**config.mk**
```make
export PLATFORM = sky130hd
export DESIGN_NAME = ex_iter_alu
export DESIGN_NICKNAME = d
export VERILOG_FILES = /design/src/rtl/ex_iter_alu.sv
export SDC_FILE = /design/constraint.sdc
export NUM_CORES = 1
export LEC_CHECK = 0
export BUFFER_PORTS_ARGS = -buffer_cell sky130_fd_sc_hd__clkbuf_2
export CAP_MARGIN = 20
export CORE_ASPECT_RATIO = 0.9
export CORE_MARGIN = 2
export CORE_UTILIZATION = 40
export CTS_BUF_LIST = sky130_fd_sc_hd__clkbuf_8
export DETAILED_ROUTE_END_ITERATION = 10
export PLACE_DENSITY = 0.61
export SYNTH_ARGS = -nofsm -noshare
export SYNTH_HDL_FRONTEND = slang
export SYNTH_SLANG_ARGS = --single-unit
```
**constraint.sdc**
```tcl
create_clock -name clk -period 3.3 [get_ports clk]
set_input_delay 0.33 -clock clk [delete_from_list [all_inputs] [get_ports clk]]
set_output_delay 0.33 -clock clk [all_outputs]
set_load 0.01 [all_outputs]
```
**src/rtl/ex_iter_alu.sv**
```systemverilog
// ex_iter_alu: registered execute stage with logic ops, shifts and an
// iterative restoring divider (signed DIV / unsigned DIVU).
// Single-cycle ops complete in one cycle. A division holds stall_o high
// until its result is registered. Define EX_ROTATE_EN to add the ROTR op (9).
module ex_iter_alu #(
  parameter int DATA_W = 32,
  parameter int ADDR_W = 5
) (
  input  logic              clk,
  input  logic              rst,
  input  logic              valid_i,
  input  logic [3:0]        aluop_i,
  input  logic [DATA_W-1:0] reg1_i,
  input  logic [DATA_W-1:0] reg2_i,
  input  logic [ADDR_W-1:0] wd_i,
  input  logic              wreg_i,
  input  logic              flush_i,
  output logic [ADDR_W-1:0] wd_o,
  output logic              wreg_o,
  output logic [DATA_W-1:0] wdata_o,
  output logic [DATA_W-1:0] rem_o,
  output logic              valid_o,
  output logic              stall_o
);

  localparam int SH_W = $clog2(DATA_W);

  localparam logic [3:0] OP_OR   = 4'd0;
  localparam logic [3:0] OP_AND  = 4'd1;
  localparam logic [3:0] OP_NOR  = 4'd2;
  localparam logic [3:0] OP_XOR  = 4'd3;
  localparam logic [3:0] OP_SLL  = 4'd4;
  localparam logic [3:0] OP_SRL  = 4'd5;
  localparam logic [3:0] OP_SRA  = 4'd6;
  localparam logic [3:0] OP_DIV  = 4'd7;
  localparam logic [3:0] OP_DIVU = 4'd8;
`ifdef EX_ROTATE_EN
  localparam logic [3:0] OP_ROTR = 4'd9;
`endif

  localparam logic [DATA_W-1:0] MOST_NEG = {1'b1, {(DATA_W-1){1'b0}}};

  typedef enum logic [1:0] {
    S_IDLE = 2'd0,
    S_DIV  = 2'd1,
    S_FIX  = 2'd2
  } state_t;

  state_t            state_q, state_d;
  logic [DATA_W-1:0] quot_q, quot_d;      // dividend shifts out, quotient shifts in
  logic [DATA_W-1:0] part_q, part_d;      // partial remainder
  logic [DATA_W-1:0] dvsr_q, dvsr_d;      // divisor magnitude
  logic [SH_W-1:0]   cnt_q, cnt_d;        // remaining quotient bits - 1
  logic              qneg_q, qneg_d;      // negate quotient in FIX
  logic              rneg_q, rneg_d;      // negate remainder in FIX
  logic [ADDR_W-1:0] wd_lat_q, wd_lat_d;
  logic              wreg_lat_q, wreg_lat_d;

  logic [ADDR_W-1:0] wd_q, wd_d;
  logic              wreg_q, wreg_d;
  logic [DATA_W-1:0] wdata_q, wdata_d;
  logic [DATA_W-1:0] rem_q, rem_d;
  logic              valid_q, valid_d;

  logic [SH_W-1:0]   shamt;
  logic [DATA_W-1:0] alu_res;
  logic              is_div;
  logic              is_signed;
  logic              a_neg, b_neg;
  logic [DATA_W-1:0] a_mag, b_mag;
  logic [DATA_W:0]   shifted;
  logic              q_bit;

  assign shamt = reg1_i[SH_W-1:0];

  // Result of the single-cycle ops; unknown op codes give zero.
  always_comb begin
    // NOTE: every combinational output gets a default first so no path leaves it unassigned, which would infer a latch.
    alu_res = '0;
    case (aluop_i)
      OP_OR:   alu_res = reg1_i | reg2_i;
      OP_AND:  alu_res = reg1_i & reg2_i;
      OP_NOR:  alu_res = ~(reg1_i | reg2_i);
      OP_XOR:  alu_res = reg1_i ^ reg2_i;
      OP_SLL:  alu_res = reg2_i << shamt;
      OP_SRL:  alu_res = reg2_i >> shamt;
      OP_SRA:  alu_res = $signed(reg2_i) >>> shamt;
`ifdef EX_ROTATE_EN
      // Left shift by (-shamt mod DATA_W); at shamt = 0 both halves equal reg2_i.
      OP_ROTR: alu_res = (reg2_i >> shamt) | (reg2_i << SH_W'(DATA_W - int'(shamt)));
`endif
      default: alu_res = '0;
    endcase
  end

  // Operand decode for a division accepted this cycle.
  always_comb begin
    is_div    = (aluop_i == OP_DIV) || (aluop_i == OP_DIVU);
    is_signed = (aluop_i == OP_DIV);
    a_neg     = is_signed && reg1_i[DATA_W-1];
    b_neg     = is_signed && reg2_i[DATA_W-1];
    a_mag     = a_neg ? -reg1_i : reg1_i;
    b_mag     = b_neg ? -reg2_i : reg2_i;
  end

  // One restoring step: shift the next dividend bit in and subtract if it fits.
  always_comb begin
    shifted = {part_q, quot_q[DATA_W-1]};
    q_bit   = (shifted >= {1'b0, dvsr_q});
  end

  // Next-state and output-register logic.
  always_comb begin
    state_d    = state_q;
    quot_d     = quot_q;
    part_d     = part_q;
    dvsr_d     = dvsr_q;
    cnt_d      = cnt_q;
    qneg_d     = qneg_q;
    rneg_d     = rneg_q;
    wd_lat_d   = wd_lat_q;
    wreg_lat_d = wreg_lat_q;
    wd_d       = wd_q;
    wdata_d    = wdata_q;
    rem_d      = rem_q;
    wreg_d     = 1'b0;
    valid_d    = 1'b0;

    case (state_q)
      S_IDLE: begin
        if (!flush_i && valid_i) begin
          if (is_div) begin
            wd_lat_d   = wd_i;
            wreg_lat_d = wreg_i;
            if (reg2_i == '0) begin
              // Divide by zero: final values preloaded, FIX only registers them.
              quot_d  = '1;
              part_d  = reg1_i;
              qneg_d  = 1'b0;
              rneg_d  = 1'b0;
              state_d = S_FIX;
            end else if (is_signed && reg1_i == MOST_NEG && reg2_i == '1) begin
              quot_d  = MOST_NEG;
              part_d  = '0;
              qneg_d  = 1'b0;
              rneg_d  = 1'b0;
              state_d = S_FIX;
            end else begin
              quot_d  = a_mag;
              part_d  = '0;
              dvsr_d  = b_mag;
              cnt_d   = SH_W'(DATA_W - 1);
              qneg_d  = a_neg ^ b_neg;
              rneg_d  = a_neg;
              state_d = S_DIV;
            end
          end else begin
            wd_d    = wd_i;
            wreg_d  = wreg_i;
            wdata_d = alu_res;
            rem_d   = '0;
            valid_d = 1'b1;
          end
        end
      end

      S_DIV: begin
        if (flush_i) begin
          state_d = S_IDLE;
        end else begin
          quot_d = {quot_q[DATA_W-2:0], q_bit};
          part_d = q_bit ? (shifted[DATA_W-1:0] - dvsr_q) : shifted[DATA_W-1:0];
          if (cnt_q == '0) state_d = S_FIX;
          else             cnt_d   = cnt_q - 1'b1;
        end
      end

      S_FIX: begin
        state_d = S_IDLE;
        if (!flush_i) begin
          wdata_d = qneg_q ? -quot_q : quot_q;
          rem_d   = rneg_q ? -part_q : part_q;
          wd_d    = wd_lat_q;
          wreg_d  = wreg_lat_q;
          valid_d = 1'b1;
        end
      end

      default: state_d = S_IDLE;
    endcase
  end

  // State and datapath registers; every register clears on reset.
  always_ff @(posedge clk or negedge rst) begin
    if (!rst) begin
      state_q    <= S_IDLE;
      quot_q     <= '0;
      part_q     <= '0;
      dvsr_q     <= '0;
      cnt_q      <= '0;
      qneg_q     <= 1'b0;
      rneg_q     <= 1'b0;
      wd_lat_q   <= '0;
      wreg_lat_q <= 1'b0;
      wd_q       <= '0;
      wreg_q     <= 1'b0;
      wdata_q    <= '0;
      rem_q      <= '0;
      valid_q    <= 1'b0;
    end else begin
      // NOTE: non-blocking assignments here so every register samples the pre-edge values.
      state_q    <= state_d;
      quot_q     <= quot_d;
      part_q     <= part_d;
      dvsr_q     <= dvsr_d;
      cnt_q      <= cnt_d;
      qneg_q     <= qneg_d;
      rneg_q     <= rneg_d;
      wd_lat_q   <= wd_lat_d;
      wreg_lat_q <= wreg_lat_d;
      wd_q       <= wd_d;
      wreg_q     <= wreg_d;
      wdata_q    <= wdata_d;
      rem_q      <= rem_d;
      valid_q    <= valid_d;
    end
  end

  assign wd_o    = wd_q;
  assign wreg_o  = wreg_q;
  assign wdata_o = wdata_q;
  assign rem_o   = rem_q;
  assign valid_o = valid_q;
  assign stall_o = (state_q != S_IDLE);

endmodule

```
==> metrics.cfg <==
[status]
status=complete, no violations

[critical_path]
critical_path_buf_inv_count=2
worstSetupPathType=flop to flop
worstPathMaxFanout=3
cp_top_family=compound AO/OA/AOI/OAI gates
rr_endpoint=part_q[30]$_DFFE_PN0P_
rrSetupSlack_ns=0.16
cp-end-kind=flop
cp-start-kind=flop
worstPathCellList=inv_1 > ha_1 > fa_1 > nor2b_1 > o211ai_1 > a21boi_1 > o21ai_0 > a21boi_0 > buf_4 > o31ai_2 > o21ai_0 > a32oi_1 > o21ai_0
worst_path_most_repeated_cell=o21ai_0
ff2ff_path_depth=13
critPathRequiredTime_ns=3.69
cpPeakStageDelay_ns=0.40
r2r_start=quot_q[31]$_DFFE_PN0P_
crit_arrival_ns=3.53
critPathSlowestCell=dfrtp_1

[yosys]
avgSynthCellArea_um2=8.03
syn_inst=2228
seq_area_frac_synth=0.254
syn_nets=2411
synthArstFlopShare=1.00
dominantRegCellSynth=dfrtp_1
synthTopCellsByArea=dfrtp_1, mux4_2, ha_1, nor2_1, a21oi_1
yosys.area.top_type_share=0.254
synth_edf_count=0
yosys_register_bits=182
yosysMostFrequentCell=nor2_1
ys.warnings.count=0
synth_area_leader_cell=dfrtp_1
yosys-top-cells-count=nor2_1, nand2_1, dfrtp_1, a21oi_1, o21ai_0
synth_area_um2=17900
ys_types=78

[drt]
routed_wl_um=76200
drt-initial-drc-count=2350
wl_per_cell_um=25.5
drt-vias-per-instance=6.23
drtPass1Iterations=6
antenna_left=0
drc=0
vias=18600

[global_route]
first_global_vias=17200
use_met2=0.478
grt_usage=0.329
antenna_found_initial=8
use_met1=0.481
grtUsageMet3=0.0750
grt-busiest-layer=met1
grt_pass1_wl_um=113000
grt-ovfl-total=0
grt_max_degree=84

[die]
start_util=0.405
rows=73
fp.dieH_um=205
die_w_um=227
io_pins=150
core_um2=44200
die_area_um2=46500

[run]
maxCapViolCount=0

[pwr]
power.density_nw_per_um2=491
static-leakage-power_nw=8.81
peakVddDrop_v=0.000261

[sta]
setup_viol=0
timing.final.max_slew_violations=0
final.min_clock_period_ns=3.14
finClkSkew_ns=0.0164
fmax_ghz=0.318
relSlewSlack=0.485
fin_ws_ns=0.158
worst_pin_slew_ns=0.770
rsz0062_at_grt=false
period_share=0.952
hold_viol=0

[place]
dp_cells=2945
io_buffers=149
gp_congestion=1.02
post-place-ws_ns=-0.0251
hpwl_um=59500

[min_path]
holdPathEnd=wreg_o$_DFF_PN0_
hp-start=wreg_i
hold_class=primary input to flop
min_path_cells=2

[clock_tree]
cts.sinks=182
numCtsBuffers=17
clk_pin_slew_worst_paths_ns=0.09
clk_latency_ns=0.52
root_buffer=clkbuf_8
cts_buffer_depth=2
htreeDepth=4
cts_tree=built

[finish]
area_growth_syn_to_layout_pct=14.9
final_cells=2985
drive_above_1_share=0.198
layout.nets=2550
nFillCells=4469
regArea_um2=4550
multiInputGateArea_um2=12300

-- metal layers --
metal  wire, um  up-vias
met4       2290        8
li1           -     8339
met5         50        -
met3       7920      123
met1      34000     9005
met2      32000     1114
-- metrics by stage --
| stage | instance area (um2) | utilization | setup TNS (ns) | hold slack, ns | power, mW |
|---|---|---|---|---|---|
| after floorplan | 17900 | - | 0 | 0.0344 | 6.32 |
| after global placement | 20000 | 0.453 | -0.0838 | 0.411 | 8.18 |
| after detailed placement | 20000 | 0.453 | -0.0251 | 0.420 | 8.23 |
| after CTS | 20400 | 0.462 | 0 | 0.0249 | 9.90 |
| after global routing | 20600 | 0.465 | 0 | 0.0384 | 10.7 |
| final | 20600 | 0.465 | 0 | 0.0623 | 10.1 |
-- cells by family after synthesis --
family / after synthesis / share of synthesized area
mux: 139 / 0.121
buf+inv: 297 / 0.0633
fa+ha+maj: 105 / 0.0738
flops: 182 / 0.254
xor+xnor: 173 / 0.0847
simple gates: 686 / 0.173
compound gates: 646 / 0.229
-- how the worst max path moves through the flow --
| stage | start | end | slack [ns] | cells after the start |
|---|---|---|---|---|
| global placement | part_q[14]$_DFFE_PN0P_ | part_q[10]$_DFFE_PN0P_ | -0.05 | 10 |
| CTS | part_q[14]$_DFFE_PN0P_ | part_q[30]$_DFFE_PN0P_ | 0.03 | 11 |
| floorplan | reg1_i[0] | quot_q[20]$_DFFE_PN0P_ | 0.06 | 15 |
| global route | part_q[23]$_DFFE_PN0P_ | part_q[29]$_DFFE_PN0P_ | 0.008 | 12 |
| finish | quot_q[31]$_DFFE_PN0P_ | part_q[30]$_DFFE_PN0P_ | 0.16 | 13 |
| detailed placement | reg1_i[1] | wdata_o[7]$_DFFE_PN0P_ | -0.03 | 8 |
-- sequential cells by signal, summed over array words and instances (netlist names), 2 cells and up --
| name | cells |
|---|---|
| dvsr_q | 32 |
| part_q | 32 |
| quot_q | 32 |
| rem_o | 32 |
| wdata_o | 32 |
| cnt_q | 5 |
| wd_lat_q | 5 |
| wd_o | 5 |
| state_q | 2 |
-- cell type report --
| type | instances | area share |
|---|---|---|
| clock buffers | 17 | 0.0114 |
| clock inverters | 15 | 0.00870 |
| multi-input cells | 1749 | 0.601 |
| inverters | 113 | 0.0206 |
| flip-flops and latches | 182 | 0.222 |
| diodes | 5 | 0.000609 |
| well taps | 600 | 0.0365 |
| repair buffers | 304 | 0.100 |
-- report_power, final --
group / internal, mW / switching, mW / leakage (nW)
Combinational: 2.02 / 3.13 / 6.38
Sequential: 2.73 / 0.561 / 2.22
Clock: 0.752 / 0.906 / 0.204
Total: 5.50 / 4.59 / 8.81
-- placed cells by master (no fill, tap or decap), drive strengths merged, types with 13 or more instances in the layout --
cell / instances
or3: 23
nor3: 38
xor2: 73
a31oi: 29
ha: 104
xnor2: 100
clkbuf: 163
nand4: 20
a221oi: 38
o22ai: 31
inv: 115
mux2: 43
dfrtp: 182
o41ai: 13
o211ai: 14
a21o: 16
a22oi: 26
mux4: 58
o21ai: 167
nor2b: 15
buf: 157
mux2i: 38
nand3: 45
nor4: 19
nand2: 188
a21oi: 180
nor2: 282
o31ai: 32
-- worst register-to-register path, cell delays in order, from the launching register on --
cell,delay [ns]
dfrtp_1,0.40
inv_1,0.08
ha_1,0.21
fa_1,0.24
nor2b_1,0.08
o211ai_1,0.23
a21boi_1,0.15
o21ai_0,0.31
a21boi_0,0.23
buf_4,0.19
o31ai_2,0.36
o21ai_0,0.21
a32oi_1,0.24
o21ai_0,0.11
-- what timing repair did --
action / in CTS / in global routing
setup endpoints to repair: 3 / 18
setup buffers: 0 / 2
hold buffers: 1 / 0
endpoints found under the hold margin: 79 / 0
gates cloned: 0 / 0
pin swaps: 1 / 5
gates resized for setup: 1 / 14
Power figures use the tool's default switching activity.
